### src/rtl/mem_access_unit.sv
// mem_access_unit: RV32I memory stage. Runs req/gnt/rvalid data-bus
// transactions for loads/stores and forwards ALU results to writeback.
// Optional macro MEM_ACCESS_MISALIGN_TRAP_EN: trap misaligned half/word.
// Ports: i_clk, i_rst_n, i_valid/o_ready (upstream), i_control_signal,
//   i_address, i_store_data, o_dbus_* / i_dbus_* (bus), o_wb_* (writeback),
//   o_mem_err (misalign / illegal funct3 pulse).

package rapid_pkg;
   parameter int XLEN = 32;

   typedef struct packed {
      logic        mem;
      logic        iop;
      logic [2:0]  fcs_opcode;
      logic [4:0]  rd;
      logic [31:0] debug_instruction;
   } control_mem_s;
endpackage

module mem_access_unit
   import rapid_pkg::*;
#(
   parameter int ADDR_W = 32
) (
   input  logic              i_clk,
   input  logic              i_rst_n,
   input  logic              i_valid,
   output logic              o_ready,
   input  control_mem_s      i_control_signal,
   input  logic [XLEN-1:0]   i_address,
   input  logic [XLEN-1:0]   i_store_data,
   output logic              o_dbus_req,
   output logic              o_dbus_we,
   output logic [ADDR_W-1:0] o_dbus_addr,
   output logic [3:0]        o_dbus_be,
   output logic [XLEN-1:0]   o_dbus_wdata,
   input  logic              i_dbus_gnt,
   input  logic              i_dbus_rvalid,
   input  logic [XLEN-1:0]   i_dbus_rdata,
   output logic              o_wb_valid,
   output logic              o_wb_we,
   output logic [4:0]        o_wb_rd,
   output logic [XLEN-1:0]   o_wb_data,
   output logic              o_mem_err
);

   typedef enum logic [1:0] {IDLE, REQ, WAIT} state_t;

   state_t state_q, state_d;

   logic [ADDR_W-1:0] addr_q;
   logic [3:0]        be_q, be_d;
   logic [XLEN-1:0]   wdata_q, wdata_d;
   logic [2:0]        f3_q;
   logic [4:0]        rd_q;
   logic              iop_q;

   logic [2:0]  f3;
   logic [1:0]  off;
   logic        accept, illegal, misalign, mem_go, mem_err_d;
   logic [31:0] unused_dbg;

   logic [7:0]      lb;
   logic [15:0]     lh;
   logic [XLEN-1:0] ld_data;

   assign f3         = i_control_signal.fcs_opcode;
   assign off        = i_address[1:0];
   assign unused_dbg = i_control_signal.debug_instruction;

   assign accept  = i_valid && (state_q == IDLE);
   assign illegal = (f3 == 3'b011) || (f3 == 3'b110) || (f3 == 3'b111);

`ifdef MEM_ACCESS_MISALIGN_TRAP_EN
   assign misalign = ((f3[1:0] == 2'b01) && off[0]) ||
                     ((f3[1:0] == 2'b10) && (off != 2'b00));
`else
   assign misalign = 1'b0;
`endif

   assign mem_go    = accept && i_control_signal.mem && !illegal && !misalign;
   assign mem_err_d = accept && i_control_signal.mem && (illegal || misalign);

   // Lane steering: funct3[1:0] is the access width for loads and stores.
   always_comb begin
      be_d    = 4'b1111;
      wdata_d = i_store_data;
      case (f3[1:0])
         2'b00: begin
            be_d    = 4'b0001 << off;
            wdata_d = {4{i_store_data[7:0]}};
         end
         2'b01: begin
            be_d    = off[1] ? 4'b1100 : 4'b0011;
            wdata_d = {2{i_store_data[15:0]}};
         end
         default: ;
      endcase
   end

   always_comb begin
      case (addr_q[1:0])
         2'b00:   lb = i_dbus_rdata[7:0];
         2'b01:   lb = i_dbus_rdata[15:8];
         2'b10:   lb = i_dbus_rdata[23:16];
         default: lb = i_dbus_rdata[31:24];
      endcase
      lh = addr_q[1] ? i_dbus_rdata[31:16] : i_dbus_rdata[15:0];
      case (f3_q)
         3'b000:  ld_data = {{24{lb[7]}}, lb};
         3'b100:  ld_data = {24'b0, lb};
         3'b001:  ld_data = {{16{lh[15]}}, lh};
         3'b101:  ld_data = {16'b0, lh};
         default: ld_data = i_dbus_rdata;
      endcase
   end

   // State register
   always_ff @(posedge i_clk or negedge i_rst_n) begin
      if (!i_rst_n) state_q <= IDLE;
      else          state_q <= state_d;
   end

   // Next state
   always_comb begin
      state_d = state_q;
      case (state_q)
         IDLE:    if (mem_go) state_d = REQ;
         REQ:     if (i_dbus_gnt) state_d = iop_q ? IDLE : WAIT;
         WAIT:    if (i_dbus_rvalid) state_d = IDLE;
         default: state_d = IDLE;
      endcase
   end

   // State-decoded outputs
   always_comb begin
      o_ready    = (state_q == IDLE);
      o_dbus_req = (state_q == REQ);
   end

   assign o_dbus_we    = iop_q;
   assign o_dbus_addr  = {addr_q[ADDR_W-1:2], 2'b00};
   assign o_dbus_be    = be_q;
   assign o_dbus_wdata = wdata_q;

   // Transaction context and writeback pulse registers
   always_ff @(posedge i_clk or negedge i_rst_n) begin
      if (!i_rst_n) begin
         addr_q     <= '0;
         be_q       <= '0;
         wdata_q    <= '0;
         f3_q       <= '0;
         rd_q       <= '0;
         iop_q      <= 1'b0;
         o_wb_valid <= 1'b0;
         o_wb_we    <= 1'b0;
         o_wb_rd    <= '0;
         o_wb_data  <= '0;
         o_mem_err  <= 1'b0;
      end else begin
         o_wb_valid <= 1'b0;
         o_mem_err  <= 1'b0;
         if (mem_go) begin
            addr_q  <= i_address[ADDR_W-1:0];
            be_q    <= be_d;
            wdata_q <= wdata_d;
            f3_q    <= f3;
            rd_q    <= i_control_signal.rd;
            iop_q   <= i_control_signal.iop;
         end
         if (accept && !i_control_signal.mem) begin
            o_wb_valid <= 1'b1;
            o_wb_we    <= (i_control_signal.rd != 5'd0);
            o_wb_rd    <= i_control_signal.rd;
            o_wb_data  <= i_address;
         end
         if (mem_err_d) begin
            o_wb_valid <= 1'b1;
            o_wb_we    <= 1'b0;
            o_wb_rd    <= i_control_signal.rd;
            o_wb_data  <= '0;
            o_mem_err  <= 1'b1;
         end
         if ((state_q == REQ) && i_dbus_gnt && iop_q) begin
            o_wb_valid <= 1'b1;
            o_wb_we    <= 1'b0;
            o_wb_rd    <= rd_q;
            o_wb_data  <= '0;
         end
         if ((state_q == WAIT) && i_dbus_rvalid) begin
            o_wb_valid <= 1'b1;
            o_wb_we    <= (rd_q != 5'd0);
            o_wb_rd    <= rd_q;
            o_wb_data  <= ld_data;
         end
      end
   end

endmodule

### config.mk
export PLATFORM = sky130hd
export DESIGN_NAME = mem_access_unit
export DESIGN_NICKNAME = d
export VERILOG_FILES = /design/src/rtl/mem_access_unit.sv
export SDC_FILE = /design/constraint.sdc
export NUM_CORES = 1
export LEC_CHECK = 0
export ABC_CLOCK_PERIOD_IN_PS = 2000
export BUFFER_PORTS_ARGS = -buffer_cell sky130_fd_sc_hd__buf_2
export CORE_ASPECT_RATIO = 1.5
export CORE_MARGIN = 5
export CORE_UTILIZATION = 25
export CTS_CLUSTER_DIAMETER = 200
export DETAILED_ROUTE_END_ITERATION = 16
export GPL_ROUTABILITY_DRIVEN = 0
export PLACE_DENSITY_LB_ADDON = 0.05
export SETUP_SLACK_MARGIN = 0.4
export SYNTH_ARGS = -nofsm -noshare
export SYNTH_HDL_FRONTEND = slang
export SYNTH_SLANG_ARGS = --single-unit
### constraint.sdc
create_clock -name i_clk -period 2 [get_ports i_clk]
set_input_delay 0.1 -clock i_clk [delete_from_list [all_inputs] [get_ports i_clk]]
set_output_delay 0.1 -clock i_clk [all_outputs]
set_load 0.02 [all_outputs]
==> results of run 1 <==
==> worst register-to-register path, delay by kind of cell (launching register included) <==
kind	cells	cell delay, ns
buf+inv	1	0.18
simple gates	2	0.64
flops	1	0.44
mux	1	0.31
==> placed cells by master, fill, tap and decap left out, drive strengths merged, types with 4 or more instances in the layout <==
cell	n
clkinv	6
a22oi	8
o21a	4
nor2	17
nor3	15
nor3b	5
nand2b	6
a31oi	9
a21oi	32
o221ai	10
o32a	16
mux2	35
mux2i	34
o21ai	62
dfrtp	119
nand2	89
clkbuf	29
dlygate4sd3	73
nor2b	8
inv	9
o211ai	4
buf	270
and3	16
==> area by class of cell <==
type,count,area share
clock buffers,22,0.0471
clock inverters,10,0.0132
inverters,10,0.00428
flip-flops and latches,119,0.309
well taps,324,0.0420
repair buffers,352,0.281
multi-input cells,400,0.303
==> metal layers <==
metal	GRT usage	vias to the layer above	wire length (um)
met5	0	-	59
met4	0.0688	8	911
met3	0.0499	62	1600
met2	0.308	210	13200
met1	0.189	2925	9270
li1	-	2738	-
==> worst max path at each step <==
stage,to,slack (ns),cells past startpoint
2_1_floorplan,o_wb_data[11],0.37,5
3_3_place_gp,o_wb_data[8],0.13,4
3_5_place_dp,o_wb_data[11],0.11,4
4_1_cts,rd_q[2],0.30,4
5_1_grt,o_wb_data[1],0.29,6
6_report,rd_q[2],0.32,4
==> power groups by stage <==
stage	Combinational, mW	Sequential (mW)	Clock, mW
detailed placement	3.95	3.78	0
floorplan	1.98	4.37	0
global route	4.88	3.88	3.30
CTS	4.39	3.78	3.21
global placement	3.92	3.76	0
finish	4.55	3.77	3.12
==> flip-flops by register name, indices dropped and copies added (netlist names) <==
signal        count
o_wb_data        32
o_wb_rd           5
f3_q              3
o_dbus_we         1
o_dbus_be         4
o_wb_valid        1
o_mem_err         1
o_wb_we           1
rd_q              5
addr_q           32
state_q           2
o_dbus_wdata     32
==> synthesized netlist by cell type (14+ instances only) <==
library cell,number,share of area
o21ai_0,58,0.048
o32a_1,16,0.026
buf_2,20,0.016
clkbuf_1,18,0.011
mux2i_1,34,0.056
dfrtp_1,119,0.49
nor2_1,17,0.010
nand2_1,89,0.055
mux2_2,35,0.065
and3_1,16,0.016
buf_4,32,0.039
nor3_1,14,0.012
a21oi_1,31,0.025
==> cell families (layout without fill, tap and decap cells) <==
family	Yosys count	after routing	share of synthesized area
buf+inv	86	394	0.0847
compound gates	160	161	0.171
simple gates	167	167	0.130
mux	70	70	0.124
flops	119	119	0.489
other cells	1	2	0.000616
==> what timing repair did <==
action	4_1_cts	5_1_grt
setup endpoints to repair	91	113
cloned	5	8
hold buffers	73	0
setup buffers	11	9
pin swaps	12	29
gates resized for setup	49	50
endpoints found under the hold margin	139	0
==> results.md, run 1 <==
* Hold_ws at -0.00305 ns
* Die H at 201 um
* Total Die Area at 27600 um^2
* CTS tree: done
* Power Internal at 7.13 mW
* Combinational fraction of design power at 0.397
* Final setup viols at 0
* Seq pwr share at 0.330
* Net load switching power at 4.32 mW
* CP arrival at 1.99 ns
* Worst setup path startpoint: state_q[0]
* Clock latency on the worst-skew pair at 0.42 ns
* Reg-to-reg slack, setup at 0.32 ns
* Fill count at 2520
* Largest net degree at the start of global routing at 58
* Skew final at 0.00641 ns
* Via density at 4.80
* First-pass GRT wire length at 36300 um
* Routed length per placed instance at 20.2 um
* CP max stage cell: dfrtp_2
* # nets final at 1043
* Max Cap Viol at 0
* Finished Cell Area at 9640 um^2
* Synthesized area at 6080 um^2
* Dpl ws at 0.114 ns
* Total power at 11.4 mW
* Status: finished, violations left
* DP Area at 7420 um^2
* RSZ-0062 raised after global routing: yes
* Share of layout cells above drive strength 1 at 0.434
* Placed insts at 1099
* Register-to-Register Path Depth at 4
* PnR worst setup slack at 0.318 ns
* Post-synth ARST share at 1.00
* Total CTS buffers at 17
* Setup TNS at 0 ns
* Total grt overflow at 0
* Cell variety after synth at 48
* Area of the multi-input gates at 2930 um^2
* Fin. Hold Viols at 1
* Setup crit end kind: register
* Tmin final at 1.68 ns
* Starting DRT DRC Count at 179
* Clock transition at path regs at 0.06 ns
* Slew at the pin closest to its max-slew limit at 0.651 ns
* Fin crit share at 0.841
* Syn Inst Count at 603
* Initial Utilization at 0.252
* Hold EP: o_dbus_wdata[18]
* Hold Path Class: primary input to register
* Routed WL at 25000 um
* Critical path peak fanout at 8
* Antenna violations before repair at 4
* Clock sink count at 119
* Area Growth Syn to Fin at 58.5%
* Detailed Place HPWL at 16700 um
* DRC at 0
* Net Sw Frac at 0.377
* Top FF cell, synth: dfrtp_1
* FF+latch count, synth at 119
* DR pass1 iterations at 4
* Hold wc startpoint: i_store_data[18]
* Syn avg cell area at 10.1 um^2
* Total GRT Usage at 0.173
* Clock Path Buffers at 2
* Max stage delay on crit path at 0.44 ns
* I/O Buffers at 219
* Finished Layout Cells at 1237
* Worst endpoint required time at 2.30 ns
* Syn. warnings at 0
* Routed via count at 5943
* Die width at 137 um
* Core region area at 24200 um^2
* Final core utilization at 0.399
* Fin. max-slew vios at 0
* Crit path kind: register to register
* Final ANT Viol Nets at 0
* Critical path buffers and inverters at 1
* Static leakage at 4.50 nW
* Top delay family on crit path: simple AND/OR/NAND/NOR gates
* Max VDD drop at 0.596 mV
* Vias in the first global route at 6349
* EDFF count, synth at 0
* RR Startpoint: state_q[0]
* Register area share after synthesis at 0.489
* Root buffer cell: clkbuf_16
* Power Density at 1190 nW/um^2
* Ant diodes at 0
* Fmax at 595 MHz
* Relative slew slack at 0.561
* Register area at 2980 um^2
* Hold path depth at 3
* # IOs at 254
* Clk pwr share at 0.273
* CTS HTree Levels at 4
* Failing checks: hold timing
* Startpoint Class: register
* Reg2reg end: rd_q[2]
* Cell row count at 70
* Worst path cell trace: or3b_4, nor3_4, buf_12, mux2_4
No activity file was read; power rests on OpenSTA's default activity.
==> inputs of run 2 (changes only) <==
--- a/config.mk
+++ b/config.mk
@@ -5,7 +5,7 @@
 export SDC_FILE = /design/constraint.sdc
 export NUM_CORES = 1
 export LEC_CHECK = 0
-export ABC_CLOCK_PERIOD_IN_PS = 2000
+export ABC_CLOCK_PERIOD_IN_PS = 1500
 export BUFFER_PORTS_ARGS = -buffer_cell sky130_fd_sc_hd__buf_2
 export CORE_ASPECT_RATIO = 1.5
 export CORE_MARGIN = 5
==> constraint.sdc (replaced) <==
create_clock -name i_clk -period 1.5 [get_ports i_clk]
set_input_delay 0.075 -clock i_clk [delete_from_list [all_inputs] [get_ports i_clk]]
set_output_delay 0.075 -clock i_clk [all_outputs]
set_load 0.02 [all_outputs]
==> run 2 against run 1 <==
Hold slack improved by 0.034 ns. Register-to-register slack got worse by 0.49 ns. Global-route usage up 0.43 points. Routed wire length shrank 1.3%. Final area increased by 3.3%. Via count is 0.30% lower. Power grew 36%. The run ends with setup timing left. Clock skew is essentially flat. Largest power group unchanged. Sequential power rose by 34%.
==> results.md, run 2 (synthesis gave the netlist of run 1 again) <==
* Cell row count at 70
* Status: finished, violations left
* Total GRT Usage at 0.177
* Startpoint Class: register
* Finished Layout Cells at 1270
* Skew final at 0.00670 ns
* Vias in the first global route at 6424
* Finished Cell Area at 9970 um^2
* Fmax at 596 MHz
* Routed length per placed instance at 19.4 um
* Final setup viols at 115
* Fill count at 2473
* CP max stage cell: dfrtp_1
* Final core utilization at 0.412
* Slew at the pin closest to its max-slew limit at 0.496 ns
* Max VDD drop at 0.737 mV
* # IOs at 254
* DP Area at 7910 um^2
* Initial Utilization at 0.252
* Top delay family on crit path: buffers and inverters
* Share of layout cells above drive strength 1 at 0.473
* First-pass GRT wire length at 36900 um
* CTS tree: done
* PnR worst setup slack at -0.177 ns
* Clock Path Buffers at 2
* Die H at 201 um
* Fin. max-slew vios at 0
* CP dominant cell by count: buf_6
* Die width at 137 um
* Placed insts at 1139
* Final ANT Viol Nets at 0
* Total CTS buffers at 17
* Worst setup path startpoint: state_q[1]
* Largest net degree at the start of global routing at 39
* I/O Buffers at 219
* Most frequent cells in the layout: buf_2 (201), dfrtp_1 (118), dlygate4sd3_1 (80)
* Detailed Place HPWL at 18000 um
* Setup crit end kind: register
* RR Startpoint: state_q[1]
* CP arrival at 1.97 ns
* Critical path peak fanout at 22
* Clock sink count at 119
* Tmin final at 1.68 ns
* Fin crit share at 1.12
* Worst path cell trace: buf_6, nor3b_2, buf_6, nand3_4, buf_12, mux2_2
* Via density at 4.67
* Max stage delay on crit path at 0.42 ns
* CTS HTree Levels at 4
* Starting DRT DRC Count at 202
* Area Growth Syn to Fin at 63.8%
* Antenna violations before repair at 3
* Core region area at 24200 um^2
* Crit. path cell count at 6
* Static leakage at 4.67 nW
* Hold_ws at 0.0307 ns
* Setup crit end: addr_q[22]
* Crit path kind: register to register
* Clock transition at path regs at 0.05 ns
* Relative slew slack at 0.666
* Total Die Area at 27600 um^2
* Worst endpoint required time at 1.80 ns
* Hold wc startpoint: i_dbus_rdata[10]
* Root buffer cell: clkbuf_16
* Most common cell after layout, fill and taps aside: buf_2
* Routed via count at 5925
* Ant diodes at 0
* # nets final at 1077
* Reg-to-reg slack, setup at -0.18 ns
* Max Cap Viol at 0
* Register-to-Register Path Depth at 6
* Reg2reg end: addr_q[22]
* Hold Path Class: primary input to register
* Failing checks: setup timing
* Total grt overflow at 0
* Power Density at 1560 nW/um^2
* RSZ-0062 raised after global routing: yes
* Routed WL at 24700 um
* Fin. Hold Viols at 0
* DRC at 0
* Critical path buffers and inverters at 3
* Clock latency on the worst-skew pair at 0.42 ns
* DR pass1 iterations at 4
## run 2: changes by cell type in the layout (fill, tap and decap cells not counted), sizes merged, moves of 2 or more
cell / change
bufinv: -2
dlygate4sd3: +7
clkbuf: -5
buf: +32
## run 2: worst min-delay path by stage
stage,slack [ns],cells past startpoint,end
detailed placement,0.03,1,addr_q[26]
CTS,0.006,3,o_wb_data[10]
finish,0.03,3,o_wb_data[10]
global placement,0.03,1,addr_q[26]
floorplan,-0.22,0,addr_q[0]
global route,0.01,3,o_wb_data[10]
## run 2: layout make-up
| type | count | area (um^2) | share of cell area |
|---|---|---|---|
| clock inverter | 9 | 75.1 | 0.00753 |
| multi-input combinational | 401 | 3000 | 0.301 |
| tap | 324 | 405 | 0.0407 |
| inverter | 10 | 37.5 | 0.00377 |
| timing repair buffer | 385 | 2990 | 0.300 |
| clock buffer | 22 | 484 | 0.0486 |
| sequential | 119 | 2980 | 0.299 |
## run 2: what timing repair did
action | CTS | global route
endpoints found under the setup margin | 125 | 137
setup buffers | 9 | 6
hold buffers | 80 | 0
endpoints found under the hold margin | 210 | 0
pin swaps | 5 | 20
resized for setup | 50 | 78
cloned | 3 | 2
## run 2: worst register-to-register path, delay by kind of cell, from the launching register on
| kind | cells | cell delay [ns] |
|---|---|---|
| flip-flops | 1 | 0.42 |
| AND/OR/NAND/NOR | 2 | 0.32 |
| multiplexers | 1 | 0.30 |
| buffers and inverters | 3 | 0.53 |
## run 2: stage by stage
stage	TNS (ns)	power, mW	setup WS [ns]
final	-13.95	15.6	-0.177
after global routing	-19.43	16.5	-0.210
after CTS	-10.36	15.4	-0.136
after detailed placement	-13.54	10.7	-0.203
after global placement	-13.12	10.7	-0.185
after floorplan	-3.83	8.59	-0.127
## run 2: routing by layer
| layer | track usage | vias to the layer above | routed length (um) | share of wire |
|---|---|---|---|---|
| met1 | 0.194 | 2894 | 9280 | 0.38 |
| met2 | 0.324 | 180 | 13400 | 0.54 |
| li1 | - | 2817 | - | - |
| met4 | 0.0485 | 6 | 427 | 0.017 |
| met5 | 0 | - | 54 | 0.0022 |
| met3 | 0.0537 | 28 | 1510 | 0.061 |
## run 2: power by group
part           leakage [nW]  internal (mW)  switching [mW]
sequential             1.43           4.31           0.729
combinational          2.97           3.02            3.58
clock                 0.277           2.42            1.51
